**config.mk**
```make
export PLATFORM = sky130hd
export DESIGN_NAME = inst_fetch
export DESIGN_NICKNAME = d
export VERILOG_FILES = /design/src/rtl/inst_fetch.sv
export SDC_FILE = /design/constraint.sdc
export NUM_CORES = 1
export LEC_CHECK = 0
export ABC_CLOCK_PERIOD_IN_PS = 2600
export BUFFER_PORTS_ARGS = -buffer_cell sky130_fd_sc_hd__clkbuf_2
export CORE_ASPECT_RATIO = 0.75
export CORE_MARGIN = 8
export CORE_UTILIZATION = 54
export DETAILED_ROUTE_END_ITERATION = 6
export PLACE_DENSITY = 0.84
export SYNTH_ARGS = -nofsm -noshare
export SYNTH_HDL_FRONTEND = slang
export SYNTH_SLANG_ARGS = --single-unit
```
**constraint.sdc**
```tcl
create_clock -name clk -period 2.6 [get_ports clk]
set_input_delay 0.13 -clock clk [delete_from_list [all_inputs] [get_ports clk]]
set_output_delay 0.13 -clock clk [all_outputs]
set_load 0.1 [all_outputs]
```
**src/rtl/inst_fetch.sv**
```systemverilog
// Instruction fetch stage: owns the PC, runs one req/ack transaction per requested fetch,
// and presents the fetched word with a one-cycle valid pulse. Supports PC redirect and a bus timeout.
module inst_fetch #(
    parameter int unsigned       ADDR_W   = 12,
    parameter int unsigned       INST_W   = 18,
    parameter logic [ADDR_W-1:0] RESET_PC = '0,
    parameter int unsigned       TIMEOUT  = 16
) (
    input  logic              clk,
    input  logic              rst_n,
    input  logic              fetch_start_i,
    input  logic              redirect_i,
    input  logic [ADDR_W-1:0] redirect_pc_i,
    output logic              imem_req_o,
    output logic [ADDR_W-1:0] imem_addr_o,
    input  logic              imem_ack_i,
    input  logic [INST_W-1:0] imem_data_i,
    output logic [INST_W-1:0] inst_o,
    output logic              inst_valid_o,
    output logic [ADDR_W-1:0] inst_pc_o,
    output logic [ADDR_W-1:0] pc_o,
    output logic              busy_o,
    output logic              fault_o
);

    localparam int unsigned      CNT_W     = (TIMEOUT > 1) ? $clog2(TIMEOUT) : 1;
    localparam logic [CNT_W-1:0] LAST_WAIT = CNT_W'(TIMEOUT - 1);

    typedef enum logic [1:0] {
        IDLE,
        REQ,
        FAULT
    } state_t;

    state_t            state;
    logic [CNT_W-1:0]  wait_cnt;
    logic              discard;
    logic [ADDR_W-1:0] start_addr;

    // A redirect arriving together with a start wins: the fetch goes to the new target.
    assign start_addr = redirect_i ? redirect_pc_i : pc_o;

    // NOTE: all state here is updated with non-blocking assignments so every register
    // samples the pre-edge values, regardless of statement order inside the block.
    always_ff @(posedge clk or negedge rst_n) begin
        if (!rst_n) begin
            state        <= IDLE;
            pc_o         <= RESET_PC;
            imem_addr_o  <= RESET_PC;
            inst_pc_o    <= '0;
            inst_o       <= '0;
            imem_req_o   <= 1'b0;
            inst_valid_o <= 1'b0;
            busy_o       <= 1'b0;
            fault_o      <= 1'b0;
            wait_cnt     <= '0;
            discard      <= 1'b0;
        end else begin
            inst_valid_o <= 1'b0;
            case (state)
                IDLE: begin
                    if (fetch_start_i) begin
                        imem_addr_o <= start_addr;
                        pc_o        <= start_addr;
                        imem_req_o  <= 1'b1;
                        busy_o      <= 1'b1;
                        wait_cnt    <= '0;
                        state       <= REQ;
                    end else if (redirect_i) begin
                        pc_o <= redirect_pc_i;
                    end
                end
                REQ: begin
                    if (imem_ack_i) begin
                        imem_req_o <= 1'b0;
                        busy_o     <= 1'b0;
                        discard    <= 1'b0;
                        state      <= IDLE;
                        if (redirect_i) begin
                            pc_o <= redirect_pc_i;
                        end else if (!discard) begin
                            inst_o       <= imem_data_i;
                            inst_pc_o    <= imem_addr_o;
                            pc_o         <= imem_addr_o + 1'b1;
                            inst_valid_o <= 1'b1;
                        end
                    end else begin
                        // The bus transaction keeps running; its data is dropped when it lands.
                        if (redirect_i) begin
                            pc_o    <= redirect_pc_i;
                            discard <= 1'b1;
                        end
                        if (TIMEOUT != 0 && wait_cnt == LAST_WAIT) begin
                            fault_o    <= 1'b1;
                            imem_req_o <= 1'b0;
                            busy_o     <= 1'b0;
                            state      <= FAULT;
                        end else begin
                            wait_cnt <= wait_cnt + 1'b1;
                        end
                    end
                end
                FAULT: begin
                end
                default: state <= FAULT;
            endcase
        end
    end

endmodule

```
# Word-level counts from Yosys, hierarchy flattened
# Index checks and enable logic that the tools add are counted.
dict set report classes {
  eq_ne 8
  addsub 2
  n_reduce_logical 11
  n_bitwise 4
  mux 23
}
# op n
set op_table {}
lappend op_table {{2-to-1 mux 12 bit} 4}
lappend op_table {{case mux 12 bit (2 select lines)} 1}
lappend op_table {{adder 12 x 1 -> 12 bit (second input constant)} 1}
lappend op_table {{2-to-1 mux 4 bit} 3}
lappend op_table {{2-to-1 mux 1 bit} 9}
lappend op_table {{AND reduction 3 bit} 3}
lappend op_table {{case mux 4 bit (2 select lines)} 1}
lappend op_table {{AND reduction 4 bit} 2}
lappend op_table {{2-to-1 mux 2 bit} 3}
lappend op_table {{inequality test 2 bit (second input constant)} 3}
lappend op_table {{case mux 2 bit (3 select lines)} 1}
lappend op_table {{AND reduction 2 bit} 3}
lappend op_table {{adder 4 x 1 -> 4 bit (second input constant)} 1}
lappend op_table {{equality test 4 bit (second input constant)} 1}
lappend op_table {{inequality test 4 bit (second input constant)} 1}
lappend op_table {{inverter 1 bit} 4}
lappend op_table {{nonzero test 2 bit} 2}
lappend op_table {{inequality test 3 bit (second input constant)} 1}
lappend op_table {{equality test 2 x 1 -> 1 bit (second input constant)} 1}
lappend op_table {{equality test 2 bit (second input constant)} 1}
lappend op_table {{logical NOT 2 bit} 1}
lappend op_table {{case mux 1 bit (2 select lines)} 1}
dict set report totals {
  inputBits 35
  out_inout_bits 58
  register_bits 64
  elab_cells 58
}

# Logic depth before layout (Yosys ltp)
# Gate-level depths: netlist of the first run.
dict set report logic_depth {
  depth_word 5
  ltp_mapped 7
  depth_no_buf 5
}

# Worst setup path before layout of the first run
# No wires, ideal clock.
dict set report synth_path {
  path_type {reg-to-reg}
  startpoint {reg imem_addr_o[0]}
  endpoint {reg pc_o[10]}
  setup_ns 0.132
  t_required_ns 2.468
  path_stages_with_launch 6
  period_less_slack_ns 2.092
  t_arrival_ns 1.960
  slack_ns 0.508
  n_path_buf 0
  cell_sequence {dfrtp_1 -> ha_1 -> nand4_1 -> nor3_1 -> xnor2_1 -> o21ai_0}
}
dict set report synth_via {
  elab_chain_len 5
}
# item line_no
set synth_lines {}
lappend synth_lines {{from (decl)} 15} ;# output logic [ADDR_W-1:0] imem_addr_o,
lappend synth_lines {{from (signal assigned)} 63} ;# imem_addr_o <= start_addr;
lappend synth_lines {{adder 12 x 1 -> 12 bit} 84} ;# pc_o <= imem_addr_o + 1'b1;
lappend synth_lines {{2-to-1 mux 12 bit} 81} ;# end else if (!discard) begin
lappend synth_lines {{2-to-1 mux 12 bit} 79} ;# if (redirect_i) begin
lappend synth_lines {{2-to-1 mux 12 bit} 74} ;# if (imem_ack_i) begin
lappend synth_lines {{case mux 12 bit (2 select lines)} 60} ;# case (state)
lappend synth_lines {{to (signal assigned)} 64} ;# pc_o <= start_addr;
lappend synth_lines {{to (signal assigned)} 80} ;# pc_o <= redirect_pc_i;
lappend synth_lines {{to (signal assigned)} 84}
lappend synth_lines {{to (decl)} 21} ;# output logic [ADDR_W-1:0] pc_o,
# No other way between the ends. The select of a mux whose other input is x is not followed.
# A chain may end at the register's enable or synchronous reset.

# Final worst setup path of the first run
dict set report layout_path {
  startpoint {reg state[1]}
  endpoint {reg pc_o[7]}
}
dict set report layout_via {
  elab_chain_len 3
  elab_cells_between_ends 6
  cone_classes {eq/ne: 2; mux: 1; reduce/logical: 3}
}
# item line_no
set layout_lines {}
lappend layout_lines {{from (decl)} 35} ;# state_t state;
lappend layout_lines {{from (signal assigned)} 47} ;# state <= IDLE;
lappend layout_lines {{from (signal assigned)} 68} ;# state <= REQ;
lappend layout_lines {{from (signal assigned)} 78} ;# state <= IDLE;
lappend layout_lines {{equality test 2 x 1 -> 1 bit / logical NOT 2 bit (equally long branches)} 60}
lappend layout_lines {{inequality test 4 bit (no source line) / nonzero test 2 bit (equally long branches)} -}
lappend layout_lines {{AND reduction 2 bit (no source line)} -}
lappend layout_lines {{to (signal assigned)} 64}
lappend layout_lines {{to (signal assigned)} 70} ;# pc_o <= redirect_pc_i;
lappend layout_lines {{to (signal assigned)} 80}
# Several ways; a longest one is shown, not always the timed one.

==> results of run 1 <==
## critical path, stage by stage, from the launching register on
cell and delay (ps):
dfrtp_1 490, nor2b_1 510, nand3_4 120, clkinv_2 370
a21oi_1 120
## routing by layer
| layer | up-vias | part of all wire | global-route usage |
|---|---|---|---|
| met3 | 15 | 0.075 | 0.0646 |
| met2 | 130 | 0.48 | 0.351 |
| met4 | 0 | 0.020 | 0.0857 |
| met1 | 1252 | 0.42 | 0.262 |
| met5 | - | 0 | 0 |
| li1 | 1227 | - | - |
## kinds of logic (layout without fill, tap and decap cells)
kind of cell | Yosys count | in the layout | synth area share
simple gates | 149 | 149 | 0.221
flops | 64 | 64 | 0.554
compound gates | 49 | 49 | 0.103
buf+inv | 21 | 131 | 0.0385
mux | 12 | 12 | 0.0416
xor+xnor | 11 | 11 | 0.0333
fa+ha+maj | 2 | 2 | 0.00866
## cell usage after synthesis, drive strengths merged
cell	number
a221oi	1
mux2i	12
nand3	11
nor2	16
dfrtp	64
and3b	2
ha	2
a41o	1
a22oi	3
xnor2	8
xor2	3
o21ai	17
clkinv	1
nor4	1
a21oi	10
o22ai	7
nand2b	2
and2	1
o21ba	1
nor3	2
inv	3
buf	10
clkbuf	7
nand2	110
o211ai	1
o31ai	1
nor2b	2
o21bai	1
a31oi	3
nand4	2
a21o	3
## metrics by stage
step | hold slack [ps] | utilization | worst slack, ps | std cells | area, um^2
finish | 13.9 | 0.714 | 836 | 493 | 3760
global route | 15.5 | 0.714 | 669 | 493 | 3760
CTS | 2.26 | 0.714 | 840 | 493 | 3760
detailed placement | 326 | 0.640 | 841 | 461 | 3370
global placement | 321 | 0.640 | 972 | 461 | 3370
floorplan | -166 | - | 508 | 308 | 2890
## cell type report
cell class	instances	share of cell area
clock inverters	3	0.0173
repair buffers	112	0.174
inverters	4	0.00432
well taps	75	0.0249
flip-flops and latches	64	0.426
multi-input cells	223	0.313
clock buffers	12	0.0412
## how the worst min path moves through the flow
stage | slack (ps) | start | endpoint | depth (start not counted)
2_1_floorplan | -170 | rst_n | busy_o | 0
3_3_place_gp | 320 | imem_data_i[15] | inst_o[15] | 3
3_5_place_dp | 330 | imem_data_i[6] | inst_o[6] | 3
4_1_cts | 2 | imem_data_i[12] | inst_o[12] | 3
5_1_grt | 20 | imem_data_i[12] | inst_o[12] | 3
6_report | 10 | imem_data_i[12] | inst_o[12] | 3
## flip-flops by register name, indices dropped and copies added (netlist names)
| register | cells |
|---|---|
| wait_cnt | 4 |
| fault_o | 1 |
| inst_o | 18 |
| pc_o | 12 |
| discard | 1 |
| inst_valid_o | 1 |
| imem_addr_o | 12 |
| state | 2 |
| inst_pc_o | 12 |
| busy_o | 1 |
==> impl_metrics.tcl, run 1 <==
set metrics [dict create \
    drt-total-wl_um 8030 \
    detail_route.wl_per_cell_um 16.3 \
    globalRoute.totalOverflow 0 \
    die_area_um2 7970 \
    yosys.area.top_type_share 0.554 \
    most_common_library_cell_in_the_layout_ignoring_fill_and_taps "nand2_1" \
    fmaxAchievable_mhz 567 \
    core_region_area_um2 5270 \
    run_status "finished clean" \
    grt_util_all_layers 0.215 \
    post_route_cells_drive_above_1_share 0.275 \
    syn2layout_area_growth_pct 30.2 \
    globalplace.congestion 0.837 \
    timing.critical_path.from_type "flop" \
    num_rows 23 \
    worstSetupEndpoint "pc_o[7]" \
    setup_viol 0 \
    clock-skew-final_ps 10.7 \
    kind_of_capture_point_of_the_worst_setup_path "flop" \
    number_of_cells_on_the_worst_reg_to_reg_path 4 \
    worst_hold_path_type "input pin to flop" \
    buffer_count_from_post_cts_setup_fixing 0 \
    hold_violations 0 \
    synth.avg_cell_area_um2 9.38 \
    capture_instance_of_the_worst_register_to_register_path "pc_o[7]" \
    wire_length_of_the_first_global_routing_pass_um 13400 \
    cts_hold_buf 17 \
    fin_crit_sh 0.678 \
    reg2reg_from "state[1]" \
    most-common-layout-cells "110 x nand2_1, 91 x clkbuf_2, 64 x dfrtp_1" \
    die_w_um 100 \
    antenna_cells 0 \
    grt_setup_unrepaired "no" \
    number_of_instances_in_the_synthesized_netlist 308 \
    timing.reg2reg.setup_slack_ps 840 \
    layout_min_cycle_time_ps 1760 \
    number_of_global_route_vias_before_repair 2708 \
    finalNetCount 451 \
    timing.critical_path.required_ps 2790 \
    synth.yosys.seq_area_share 0.554 \
    multi_input_comb_area_um2 1180 \
    worst-path-max-fanout 36 \
    synth_top_cell_by_area "dfrtp_1" \
    number_of_antenna_violations_at_the_first_check_in_global_routing 0 \
    fillers 388 \
    clock-root-buffer "clkbuf_8" \
    slew_of_the_pin_with_the_lowest_slew_margin_ps 989 \
    tritoncts "done" \
    clkTransAtPathRegs_ps 60 \
    insertion_delay_ps 340 \
    yosys.cell_types.count 36 \
    die_y_um 79.4 \
    dp_hpwl_um 5390 \
    synth.cell_area_um2 2890 \
    worstSetupStartpoint "state[1]" \
    sequential_cell_area_um2 1600 \
    fin_tns_setup_ps 0 \
    drc 0 \
    yosys_warnings 0 \
    cap_violations 0 \
    cts_inserted_buffers 9 \
    drt_pass1_iterations 4 \
    pin_count_of_the_biggest_net_entering_global_routing 46 \
    initial_core_util 0.549 \
    vias_per_cell 5.32 \
    drv_slew 0 \
    mappedNetlistNets 345 \
    postRouteAntennaNets 0 \
    postSynthRegisterBits 64 \
    critical_path_class "flop to flop" \
    htree_num_levels 3 \
    vias 2624 \
    relSlewSlack 0.341 \
    cts_max_path_buffers 2 \
    synth.area.top_cells "dfrtp_1 55%, nand2_1 14%, mux2i_1 4.2%" \
    cp_arrival_ps 1960 \
    cts-resized-gates 0 \
    clock-sinks 64 \
    ioPinCount 93 \
    drt-initial-drc-count 187 \
    port_buffers 92 \
]
Power of run 1 is not shown: default switching activity piles up to over one toggle a cycle in this logic, so the estimate is an artifact.
==> run 2, diff against run 1 <==
==> config.mk (replaced) <==
export PLATFORM = sky130hd
export DESIGN_NAME = inst_fetch
export DESIGN_NICKNAME = d
export VERILOG_FILES = /design/src/rtl/inst_fetch.sv
export SDC_FILE = /design/constraint.sdc
export NUM_CORES = 1
export LEC_CHECK = 0
export ABC_CLOCK_PERIOD_IN_PS = 1600
export BUFFER_PORTS_ARGS = -buffer_cell sky130_fd_sc_hd__clkbuf_2
export CORE_ASPECT_RATIO = 0.75
export CORE_MARGIN = 8
export CORE_UTILIZATION = 46
export DETAILED_ROUTE_END_ITERATION = 6
export PLACE_DENSITY = 0.76
export SYNTH_ARGS = -nofsm -noshare
export SYNTH_HDL_FRONTEND = slang
export SYNTH_SLANG_ARGS = --single-unit
==> constraint.sdc (replaced) <==
create_clock -name clk -period 1.6 [get_ports clk]
set_input_delay 0.08 -clock clk [delete_from_list [all_inputs] [get_ports clk]]
set_output_delay 0.08 -clock clk [all_outputs]
set_load 0.1 [all_outputs]
==> impl_metrics.tcl, run 2 (same netlist as run 1, synthesis figures left out) <==
set metrics [dict create \
    run_status "finished clean" \
    largest_register "inst_o" \
    num_rows 25 \
    die_y_um 84.6 \
    grt_setup_unrepaired "no" \
    worst_hold_path_type "input pin to flop" \
    finalNetCount 462 \
    setup_viol 0 \
    antenna_cells 0 \
    globalplace.congestion 0.805 \
    cp_arrival_ps 1700 \
    worst-path-max-fanout 6 \
    cts_inserted_buffers 9 \
    most-common-layout-cells "110 x nand2_1, 91 x clkbuf_2, 53 x dfrtp_1" \
    port_buffers 92 \
    ioPinCount 93 \
    final_area_um2 3930 \
    cts_max_path_buffers 2 \
    layout.cells.non_filler 511 \
    slew_of_the_pin_with_the_lowest_slew_margin_ps 560 \
    postRouteAntennaNets 0 \
    core_region_area_um2 6190 \
    number_of_antenna_violations_at_the_first_check_in_global_routing 0 \
    pin_count_of_the_biggest_net_entering_global_routing 65 \
    most_common_library_cell_in_the_layout_ignoring_fill_and_taps "nand2_1" \
    worstSetupStartpoint "wait_cnt[0]" \
    die_w_um 108 \
    hold_path.startpoint "redirect_pc_i[7]" \
    cap_violations 0 \
    hold_violations 0 \
    postLayoutSetupSlackWorst_ps 109 \
    clock-sinks 64 \
    clkTransAtPathRegs_ps 70 \
    post_dp_cell_area_um2 3490 \
    wire_length_of_the_first_global_routing_pass_um 13200 \
    fin_crit_sh 0.932 \
    worst_path_largest_cell_delay_ps 420 \
    dp.cells 473 \
    layout_min_cycle_time_ps 1490 \
    worstPathCellList "ha_1 > a31oi_2 > nand2_1 > o211ai_1 > o31ai_1" \
    tritoncts "done" \
    grt_util_all_layers 0.182 \
    number_of_global_route_vias_before_repair 2642 \
    ir_drop_mv 1.22 \
    timing.critical_path.required_ps 1810 \
    dp_hpwl_um 5540 \
    insertion_delay_ps 330 \
    p_leak_nw 2.03 \
    post_route_cells_drive_above_1_share 0.316 \
    critPathSlowestCell "dfrtp_1" \
    buffer_count_from_post_cts_setup_fixing 0 \
    initial_core_util 0.467 \
    kind_of_capture_point_of_the_worst_setup_path "flop" \
    die_area_um2 9100 \
    timing.critical_path.from_type "flop" \
    drt-total-wl_um 7810 \
    fin_tns_setup_ps 0 \
    critical_path_class "flop to flop" \
    detail_route.wl_per_cell_um 15.3 \
    relSlewSlack 0.628 \
    drt-initial-drc-count 172 \
    final_core_utilization 0.635 \
    drv_slew 0 \
    syn2layout_area_growth_pct 36.1 \
    drt_pass1_iterations 4 \
    drc 0 \
    pwrdens_nw_per_um2 2280 \
    globalRoute.totalOverflow 0 \
    vias 2564 \
    clock-skew-final_ps 8.63 \
    fillers 521 \
    largest_register_ffs 18 \
    fmaxAchievable_mhz 671 \
    reg2reg_from "wait_cnt[0]" \
    htree_num_levels 3 \
    vias_per_cell 5.02 \
    minimum_setup_slack_after_placement_ps 22.4 \
    clock-root-buffer "clkbuf_8" \
]
run 2: changes by cell type in the layout (fill, tap and decap cells not counted), moves of 2 or more:
cell / change
dfrtp_2: +7
clkinv_4: +3
buf_12: +2
dfrtp_4: +4
buf_4: +4
dlygate4sd3_1: +5
dfrtp_1: -11
clkbuf_8: -2
run 2: metal layers:
metal / vias up / GRT usage / share of wire
li1: 1256 / - / -
met1: 1197 / 0.243 / 0.46
met2: 103 / 0.267 / 0.45
met3: 8 / 0.0673 / 0.077
met4: 0 / 0.0565 / 0.013
met5: - / 0 / 0
run 2: what timing repair did:
action                     4_1_cts  5_1_grt
gates resized for setup          0        1
hold endpoints to repair        85        0
hold buffers                    22        0
setup endpoints to repair        0        1
run 2: final cells by class:
class	instances	area, um^2	area share
Sequential cell	64	1630	0.413
Multi-Input combinational cell	223	1200	0.304
Timing Repair Buffer	123	773	0.197
Clock buffer	9	124	0.0315
Tap cell	81	101	0.0258
Clock inverter	7	96.3	0.0245
Inverter	4	16.3	0.00414
run 2: power breakdown:
group | total [W] | switching [W] | leakage, nW | internal [W]
clock | 0.00151 | 0.000634 | 0.113 | 0.000879
combinational | 0.00491 | 0.00420 | 1.14 | 0.000710
sequential | 0.00253 | 0.000408 | 0.782 | 0.00212
run 2: path summary, 6_finish.rpt:
kind                                    to  slack [ps]  depth (start not counted)
max                            wait_cnt[3]         110                          5
max in group asynchronous  imem_addr_o[10]        1020                          3
min in group asynchronous   imem_addr_o[0]         280                          3
min                                pc_o[7]          30                          3
min reg2reg                        fault_o         470                          1
max reg2reg                    wait_cnt[3]         110                          5
run 2: worst max-delay path, delay by kind of cell (launching register included):
kind,cells,cell delay (ps)
AND/OR/NAND/NOR,1,180
adder cells (fa/ha/maj),1,250
flip-flops,1,420
AO/OA/AOI/OAI,3,520
run 2: through the flow:
stage	hold WS, ps	total power (W)
4_1_cts	9.41	0.00902
6_report	27.0	0.00895
3_5_place_dp	122	0.00744
5_1_grt	17.9	0.00936
2_1_floorplan	-216	0.00657
3_3_place_gp	122	0.00737
Power figures use the tool's default switching activity.
